## config.mk

```make
export PLATFORM = sky130hd
export DESIGN_NAME = onehot_pulse_decoder
export DESIGN_NICKNAME = d
export VERILOG_FILES = /design/src/rtl/onehot_pulse_decoder_pkg.sv /design/src/rtl/onehot_pulse_decoder_fifo.sv /design/src/rtl/onehot_pulse_decoder.sv
export SDC_FILE = /design/constraint.sdc
export NUM_CORES = 1
export LEC_CHECK = 0
export ABC_AREA = 1
export BUFFER_PORTS_ARGS = -buffer_cell sky130_fd_sc_hd__buf_4
export CAP_MARGIN = 20
export CORE_AREA = 10 10 83 85
export CTS_BUF_LIST = sky130_fd_sc_hd__clkbuf_8
export CTS_CLUSTER_DIAMETER = 50
export DETAILED_ROUTE_END_ITERATION = 12
export DIE_AREA = 0 0 93 95
export PLACE_DENSITY = 0.57
export RECOVER_POWER = 25
export SYNTH_ARGS = -nofsm -noshare
export SYNTH_HDL_FRONTEND = slang
export SYNTH_SLANG_ARGS = --single-unit
```

## constraint.sdc

```tcl
create_clock -name clk -period 2.4 [get_ports clk]
set_clock_uncertainty 0.15 [all_clocks]
set_input_delay 0.6 -clock clk [delete_from_list [all_inputs] [get_ports clk]]
set_output_delay 0.6 -clock clk [all_outputs]
set_load 0.02 [all_outputs]
```

## src/rtl/onehot_pulse_decoder_pkg.sv

```systemverilog
// Shared widths, FSM state encoding and the code-to-one-hot helper for the
// pulse decoder.
package onehot_pkg;

    localparam int CODE_W = 3;
    localparam int OUT_W  = 1 << CODE_W;

    typedef enum logic [1:0] {
        ST_IDLE  = 2'd0,
        ST_DRIVE = 2'd1,
        ST_GAP   = 2'd2
    } state_e;

    function automatic logic [OUT_W-1:0] onehot(input logic [CODE_W-1:0] code);
        return OUT_W'(1) << code;
    endfunction

endpackage

```

## src/rtl/onehot_pulse_decoder_fifo.sv

```systemverilog
// Small synchronous FIFO for buffered codes. Head entry is visible on rdata
// whenever the FIFO is non-empty; flush empties it and wins over push/pop.
module sync_fifo #(
    parameter int WIDTH = 3,
    parameter int DEPTH = 4
) (
    input  logic                     clk,
    input  logic                     rst_n,
    input  logic                     flush,
    input  logic                     push,
    input  logic [WIDTH-1:0]         wdata,
    input  logic                     pop,
    output logic [WIDTH-1:0]         rdata,
    output logic                     full,
    output logic                     empty,
    output logic [$clog2(DEPTH):0]   count
);

    localparam int AW = $clog2(DEPTH);

    logic [WIDTH-1:0] mem_q [DEPTH];
    logic [AW-1:0]    wr_ptr_q, rd_ptr_q;
    logic [AW:0]      count_q;
    logic             do_push, do_pop;

    assign full    = (count_q == (AW+1)'(DEPTH));
    assign empty   = (count_q == '0);
    assign count   = count_q;
    assign rdata   = mem_q[rd_ptr_q];
    assign do_push = push && !full && !flush;
    assign do_pop  = pop && !empty && !flush;

    always_ff @(posedge clk) begin
        if (do_push) mem_q[wr_ptr_q] <= wdata;
    end

    // Pointers wrap naturally because DEPTH is a power of two.
    always_ff @(posedge clk or negedge rst_n) begin
        if (!rst_n) begin
            wr_ptr_q <= '0;
            rd_ptr_q <= '0;
            count_q  <= '0;
        end else if (flush) begin
            wr_ptr_q <= '0;
            rd_ptr_q <= '0;
            count_q  <= '0;
        end else begin
            if (do_push) wr_ptr_q <= wr_ptr_q + 1'b1;
            if (do_pop)  rd_ptr_q <= rd_ptr_q + 1'b1;
            case ({do_push, do_pop})
                2'b10:   count_q <= count_q + 1'b1;
                2'b01:   count_q <= count_q - 1'b1;
                default: count_q <= count_q;
            endcase
        end
    end

endmodule

```

## src/rtl/onehot_pulse_decoder.sv

```systemverilog
// Replays buffered 3-bit codes as timed one-hot pulses on Y, with an optional
// forced-zero gap between pulses.
module onehot_pulse_decoder
    import onehot_pkg::*;
#(
    parameter int HOLD       = 4,
    parameter int GAP        = 1,
    parameter int FIFO_DEPTH = 4
) (
    input  logic                          clk,
    input  logic                          rst_n,
    input  logic                          en,
    input  logic                          flush,
    input  logic                          in_valid,
    input  logic [CODE_W-1:0]             in_code,
    output logic                          in_ready,
    output logic [OUT_W-1:0]              Y,
    output logic                          y_valid,
    output logic                          busy,
    output logic [$clog2(FIFO_DEPTH):0]   fifo_count
);

    localparam int CNT_MAX = (HOLD > GAP) ? HOLD : GAP;
    localparam int CNT_W   = $clog2(CNT_MAX + 1);
    localparam logic [CNT_W-1:0] HOLD_RLD = CNT_W'(HOLD - 1);
    localparam logic [CNT_W-1:0] GAP_RLD  = CNT_W'((GAP > 0) ? GAP - 1 : 0);

    state_e             state_q;
    logic [CNT_W-1:0]   cnt_q;
    logic [OUT_W-1:0]   y_q;
    logic               y_valid_q;
    logic               rdy_q;
    logic               full, empty, pop, push;
    logic [CODE_W-1:0]  head;

    // rdy_q keeps in_ready low through reset and opens it on the first edge.
    assign in_ready = rdy_q && !full;
    assign push     = in_valid && in_ready && !flush;
    assign Y        = y_q;
    assign y_valid  = y_valid_q;
    assign busy     = (state_q != ST_IDLE) || !empty;

    always_comb begin
        pop = 1'b0;
        if (!flush && en && !empty) begin
            case (state_q)
                ST_IDLE:  pop = 1'b1;
                ST_DRIVE: pop = (cnt_q == '0) && (GAP == 0);
                default:  pop = 1'b0;
            endcase
        end
    end

    sync_fifo #(.WIDTH(CODE_W), .DEPTH(FIFO_DEPTH)) u_fifo (
        .clk   (clk),
        .rst_n (rst_n),
        .flush (flush),
        .push  (push),
        .wdata (in_code),
        .pop   (pop),
        .rdata (head),
        .full  (full),
        .empty (empty),
        .count (fifo_count)
    );

    always_ff @(posedge clk or negedge rst_n) begin
        if (!rst_n) begin
            state_q   <= ST_IDLE;
            cnt_q     <= '0;
            y_q       <= '0;
            y_valid_q <= 1'b0;
            rdy_q     <= 1'b0;
        end else begin
            rdy_q <= 1'b1;
            if (flush) begin
                state_q   <= ST_IDLE;
                cnt_q     <= '0;
                y_q       <= '0;
                y_valid_q <= 1'b0;
            end else begin
                case (state_q)
                    ST_IDLE: begin
                        if (pop) begin
                            state_q   <= ST_DRIVE;
                            y_q       <= onehot(head);
                            y_valid_q <= 1'b1;
                            cnt_q     <= HOLD_RLD;
                        end
                    end
                    ST_DRIVE: begin
                        if (cnt_q != '0) begin
                            cnt_q <= cnt_q - 1'b1;
                        end else if (GAP > 0) begin
                            state_q   <= ST_GAP;
                            y_q       <= '0;
                            y_valid_q <= 1'b0;
                            cnt_q     <= GAP_RLD;
                        end else if (pop) begin
                            // Back-to-back: swap in the next code with no zero cycle.
                            y_q   <= onehot(head);
                            cnt_q <= HOLD_RLD;
                        end else begin
                            state_q   <= ST_IDLE;
                            y_q       <= '0;
                            y_valid_q <= 1'b0;
                        end
                    end
                    ST_GAP: begin
                        if (cnt_q == '0) state_q <= ST_IDLE;
                        else             cnt_q   <= cnt_q - 1'b1;
                    end
                    default: state_q <= ST_IDLE;
                endcase
            end
        end
    end

endmodule

```

==> results of run 1 <==
[kinds of logic after synthesis]
| kind of cell | synth area share (%) |
|---|---|
| AO/OA/AOI/OAI | 7.977 |
| XOR/XNOR | 0.5077 |
| adder cells (fa/ha/maj) | 7.687 |
| buffers and inverters | 6.961 |
| flip-flops | 52.79 |
| other | 0.2173 |
| AND/OR/NAND/NOR | 23.86 |
[metrics by stage]
stage	hold slack, ns	total power, mW	cells	utilization (%)
5_1_grt	0.3578	2.325	293	39.31
3_3_place_gp	0.3188	1.550	285	36.90
3_5_place_dp	0.3283	1.553	285	36.90
6_report	0.3377	2.155	293	39.31
4_1_cts	0.06044	2.182	293	39.38
2_1_floorplan	0.1544	1.308	192	-
[critical path, delay by kind of cell, from the launching register on]
family,cells,cell delay (ns)
DFF,1,0.37
adders and majority gates,2,0.60
and+or+nand+nor,7,0.42
buffers and inverters,5,0.36
xor gates and xnor gates,1,0.21
[final cells by class]
class | count | area [sq um]
flip-flops and latches | 34 | 910.9
inverters | 27 | 101.3
fillers | 578 | 3239
well taps | 72 | 90.09
repair buffers | 23 | 168.9
clock buffers | 5 | 68.82
clock inverters | 3 | 63.81
multi-input cells | 129 | 694.4
[layer usage]
layer	up-vias	wire length (um)	share of wire [%]	GRT usage (%)
met5	-	0	0	0
met4	0	39	1.2	2.699
met3	5	166	4.9	3.331
met2	18	1559	46	13.55
met1	584	1601	48	9.686
li1	671	-	-	-
[placed cells by master (no fill, tap or decap)]
cell       count
a21oi_1        8
buf_4         22
bufinv_16      2
clkbuf_1       1
clkbuf_8       5
clkinv_1       1
conb_1         1
dfrtp_1       22
edfxtp_1      12
fa_1           1
ha_1           9
inv_1         23
inv_2          4
nand2_1       49
nand2_2        2
nand3_1       16
nand3_2        3
nand3_4        1
nor2_1        14
nor2_2         3
nor2_4         1
nor3_1         1
o211ai_1       1
o21ai_0       11
o21ai_1        7
xnor2_1        1
[registers in the layout (all words and copies together) (netlist names)]
name	flops
u_fifo.rd_ptr_q	2
u_fifo.count	3
Y	8
rdy_q	1
y_valid	1
u_fifo.wr_ptr_q	2
state_q	2
cnt_q	3
u_fifo.mem_q	12
[power by group]
group / internal, mW / total, mW / switching [mW]
Clock: 0.411 / 0.624 / 0.213
Sequential: 0.686 / 0.753 / 0.0666
Combinational: 0.281 / 0.779 / 0.498
Total: 1.38 / 2.16 / 0.777
[path summary, 6_finish.rpt]
check	from	endpoint	slack (ns)	depth (start not counted)
hold reg to reg	Y[7]	Y[7]	0.34	2
hold / removal	Y[7]	Y[7]	0.34	2
min in group asynchronous	rst_n	u_fifo.rd_ptr_q[1]	0.42	1
max in group asynchronous	rst_n	cnt_q[1]	0.92	1
setup / recovery	state_q[0]	u_fifo.count[2]	0.20	15
setup reg to reg	state_q[0]	u_fifo.count[2]	0.20	15
==> impl_results.md, run 1 <==
* First-pass GRT wire length at around 6 mm
* TritonRoute pass-1 iters at 4
* Final Cycle Share at roughly nine tenths
* Cells after Synth at around 190
* Vias in the first global route at between 1000 and 1500
* Die height at around 95 um
* Die width at just over 90 um
* Crit start category: flop
* Yosys top cell area share at between 30% and 40%
* Final Instance Area at 2098 sq um
* Initial antenna violation count at 0
* Critical path class: reg2reg
* Leading post-synthesis cells by cell area: dfrtp_1, edfxtp_1, nand2_1, ha_1, inv_1
* Count leader, synth: nand2_1
* Yosys reg bits at 34
* LEAKAGE at ~1 nW
* Yosys Warn Count at 0
* Rows at 27
* Worst Path Max Fanout at 3
* Routed wire length at ~3.4 mm
* Rel. slew slack at ~15%
* CP required at between 2 and 2.5 ns
* Placed wire-length estimate at between 2 and 3 mm
* Share of cells above drive strength 1 at slightly below 20%
* Clk buf depth at 2
* CP endpoint kind: flop
* Hold/Removal Path Class: reg2reg
* CP max stage cell: dfrtp_1
* Post-Syn Nets at between 200 and 250
* Power Density at between 1000 and 1500 nW/um^2
* Hold_buf cts at 0
* Setup Buffers After CTS at 0
* Post-synthesis cell type count at 23
* Total track usage at approximately 8.3%
* Synth cell count leaders: nand2_1, inv_1, dfrtp_1
* Final setup fails at 0
* Worst-Margin Slew at about 1.3 ns
* Max stage delay on crit path at around 0.37 ns
* Clock-pin transition on the worst setup and hold timing paths at approximately 0.070 ns
* Area delta synth->final at 21.61%
* Vias at roughly 1300
* Clock Latency Late Sink at about 0.29 ns
* Number of diodes at 0
* CTS Root Cell: clkbuf_8
* Setup ws final at 0.2001 ns
* IO buf count at 21
* Initial Util at approximately a third
* Accumulated negative setup slack at 0 ns
* Via/cell ratio at 4.362
* RSZ-0062 raised after global routing: no
* Max VDD drop at between 0.4 and 0.5 mV
* Fraction of registers with async set/reset at between 60% and 70%
* WL/cell at ~11 um
* Main synth FF type: dfrtp_1
* Outcome: finished clean
* # Max-Cap Violations at 0
* CTS tree: built
* Worst Path Arrival at 2.23 ns
* CP cell instances: inv_1 -> ha_1 -> inv_1 -> nor2_2 -> inv_2 -> nor2_2 -> nand2_2 -> inv_1 -> fa_1 -> xnor2_1 -> inv_1 -> nand2_1 -> nand2_1 -> nand3_1 -> nand2_1
* I/O pins at 22
* Antenna viol nets, final at 0
* Core ar. at ~5300 sq um
* Register area share after synthesis at roughly 53%
* Largest net degree at the start of global routing at 23
* Syn Std Cell Area at about 1700 sq um
* RD Place Congestion at a little under 0.8
* TritonCTS buffer count at 5
* Grt ovf at 0
* Iter 0 DRT Violations at between 40 and 50
* Detailed-route DRC error count at 0
* Final nets at about 240
* Cell area after placement at slightly below 2000 sq um
* Area leader, netlist: dfrtp_1
* Slew Viols, Final at 0
* # H-tree levels at 2
* DP Worst Slack at 0.1094 ns
* Die Footprint at slightly below 9000 sq um
* Final hold vios at 0
* Most used cell, CP: inv_1
* Post-layout min period at 2.200 ns
* Clk sinks at 34
* Post-synth EDFFs at 12
* Maximum clock rate at between 0.4 and 0.5 GHz
* Post_cts resized at 0
* Avg Cell Area, Syn at around 9 sq um
Note: power is estimated with default switching activity, not from simulation.
==> run 2: changes to the inputs <==
--- a/config.mk
+++ b/config.mk
@@ -13,7 +13,6 @@
 export CTS_CLUSTER_DIAMETER = 50
 export DETAILED_ROUTE_END_ITERATION = 12
 export DIE_AREA = 0 0 93 95
-export PLACE_DENSITY = 0.57
 export RECOVER_POWER = 25
 export SYNTH_ARGS = -nofsm -noshare
 export SYNTH_HDL_FRONTEND = slang
==> impl_results.md, run 2 (synthesized netlist as in run 1, its figures left out) <==
* Clk buf depth at 2 (unchanged)
* CTS Root Cell: clkbuf_8
* Initial antenna violation count at 0 (unchanged)
* Grt ovf at 0 (unchanged)
* Core ar. at 5338 sq um (unchanged)
* CP required at 2.42 ns (about the same)
* Area delta synth->final at 19.29%
* CTS tree: built
* Antenna viol nets, final at 0 (unchanged)
* Clock Latency Late Sink at 0.28 ns (about the same)
* Most frequent cells in the layout: nand2_1, inv_1, dfrtp_1, buf_4, nand3_1
* RD Place Congestion at 0.8176 (+4.3%)
* Initial Util at 32.33% (unchanged)
* Rows at 27 (unchanged)
* Setup ws final at 0.2522 ns (+0.05216 ns)
* Power Density at 944.5 nW/um^2 (-8.0%)
* Outcome: finished clean
* Largest net degree at the start of global routing at 23 (unchanged)
* Maximum clock rate at 0.4656 GHz (+2.4%)
* Crit start category: flop
* Total track usage at 8.199% (-0.074 points)
* Hold/Removal Path Class: reg2reg
* Flip-flop count of the largest register after layout at 12 (unchanged)
* # Max-Cap Violations at 0 (unchanged)
* LEAKAGE at 0.9754 nW (-2.3%)
* Max stage delay on crit path at 0.38 ns (about the same)
* Placed wire-length estimate at 2.571 mm (-0.62%)
* Vias at 1295 (+1.3%)
* Detailed-route DRC error count at 0 (unchanged)
* Cell Count, Final, Fillers Out at 293 (unchanged)
* CP endpoint kind: flop
* TritonRoute pass-1 iters at 4 (unchanged)
* Rel. slew slack at 15.07% (+0.50 points)
* Cell family with most CP delay: simple AND/OR/NAND/NOR gates
* Post-layout min period at 2.148 ns (-0.05216 ns)
* Top reg by flops: u_fifo.mem_q
* Final setup fails at 0 (unchanged)
* IO buf count at 21 (unchanged)
* First-pass GRT wire length at 5.775 mm (-1.5%)
* Iter 0 DRT Violations at 59 (+31%)
* Dpl cells at 284 (-0.35%)
* Clock-pin transition on the worst setup and hold timing paths at 0.07 ns (about the same)
* CP cell instances: inv_1 -> ha_1 -> inv_1 -> nor2_2 -> inv_2 -> nor2_4 -> nand2_2 -> inv_1 -> fa_1 -> xnor2_2 -> inv_1 -> nand2_1 -> nand2_1 -> nand3_1 -> nand2_1
* DP Worst Slack at 0.1103 ns (+0.0009440 ns)
* Worst Path Max Fanout at 3 (unchanged)
* Routed wire length at 3.350 mm (-0.50%)
* Max VDD drop at 0.4735 mV (+15%)
* Die height at 95 um (unchanged)
* Die width at 93 um (unchanged)
* Most common cell after layout, fill and taps aside: nand2_1
* FILL cells at 576 (-0.35%)
* Most used cell, CP: inv_1
* Final Cycle Share at 89.49% (-2.2 points)
* WL/cell at 11.43 um (-0.50%)
* Slew Viols, Final at 0 (unchanged)
* CP max stage cell: dfrtp_1
* I/O pins at 22 (unchanged)
* Clk sinks at 34 (unchanged)
* RSZ-0062 raised after global routing: no
* WP buf/inv at 5 (unchanged)
* Final hold vios at 0 (unchanged)
* Critical path class: reg2reg
* Worst Path Arrival at 2.17 ns (-0.06 ns)
* Number of diodes at 0 (unchanged)
* Share of cells above drive strength 1 at 19.00% (-0.45 points)
* Accumulated negative setup slack at 0 ns (unchanged)
* Via/cell ratio at 4.420 (+1.3%)
* Final nets at 238 (unchanged)
* Worst-Margin Slew at 1.274 ns (-0.007538 ns)
* Die Footprint at 8835 sq um (unchanged)
* # H-tree levels at 2 (unchanged)
* Pwr Total at 1.944 mW (-9.8%)
* TritonCTS buffer count at 5 (unchanged)
* Vias in the first global route at 1268 (-0.16%)
run 2: changes by cell type in the layout (fill, tap and decap cells not counted), sizes merged:
cell    before  now
bufinv       2    0
clkinv       1    3
run 2: final timing paths:
path / from / end / slack [ns] / cells past startpoint
worst min-delay path: Y[7] / Y[7] / 0.33 / 2
worst max-delay path: state_q[1] / u_fifo.count[2] / 0.25 / 15
worst max register to register: state_q[1] / u_fifo.count[2] / 0.25 / 15
min in group asynchronous: rst_n / state_q[1] / 0.43 / 1
worst min register to register: Y[7] / Y[7] / 0.33 / 2
max in group asynchronous: rst_n / Y[1] / 0.92 / 1
run 2: repair_timing:
item	in CTS	in global routing
hold buffers	0	0
setup endpoints to repair	0	1
resized for setup	0	2
setup buffers	0	1
run 2: power breakdown:
part | internal [mW] | switching, mW
Sequential | 0.686 | 0.0774
Clock | 0.194 | 0.199
Combinational | 0.291 | 0.498
Total | 1.17 | 0.774
run 2: area by class of cell:
cell class / instances / area, sq um / area share [%]
Tap cell: 72 / 90.09 / 4.377
Clock buffer: 5 / 68.82 / 3.343
Clock inverter: 3 / 11.26 / 0.5471
Inverter: 27 / 101.3 / 4.924
Multi-Input combinational cell: 129 / 706.9 / 34.35
Sequential cell: 34 / 910.9 / 44.26
Timing Repair Buffer: 23 / 168.9 / 8.207
run 2: tightest hold or removal path: stages (launching register included):
cell and delay, ns:
dfrtp_1 0.35, nand2_1 0.06, nand2_1 0.05
run 2: stage by stage:
stage                     utilization, %  area, sq um  hold slack, ns
final                              38.56         2058          0.3341
after CTS                          38.26         2042         0.06723
after global placement             36.76         1962          0.3188
after detailed placement           36.76         1962          0.3197
after floorplan                        -         1725          0.1544
after global routing               38.56         2058          0.3561
run 2: routing by layer:
layer | vias up | wire, um | global-route usage, % | part of all wire, %
li1 | 675 | - | - | -
met1 | 579 | 1642 | 10.18 | 49
met2 | 37 | 1505 | 12.79 | 45
met3 | 4 | 143 | 2.300 | 4.3
met4 | 0 | 58 | 4.113 | 1.7
met5 | - | 0 | 0 | 0
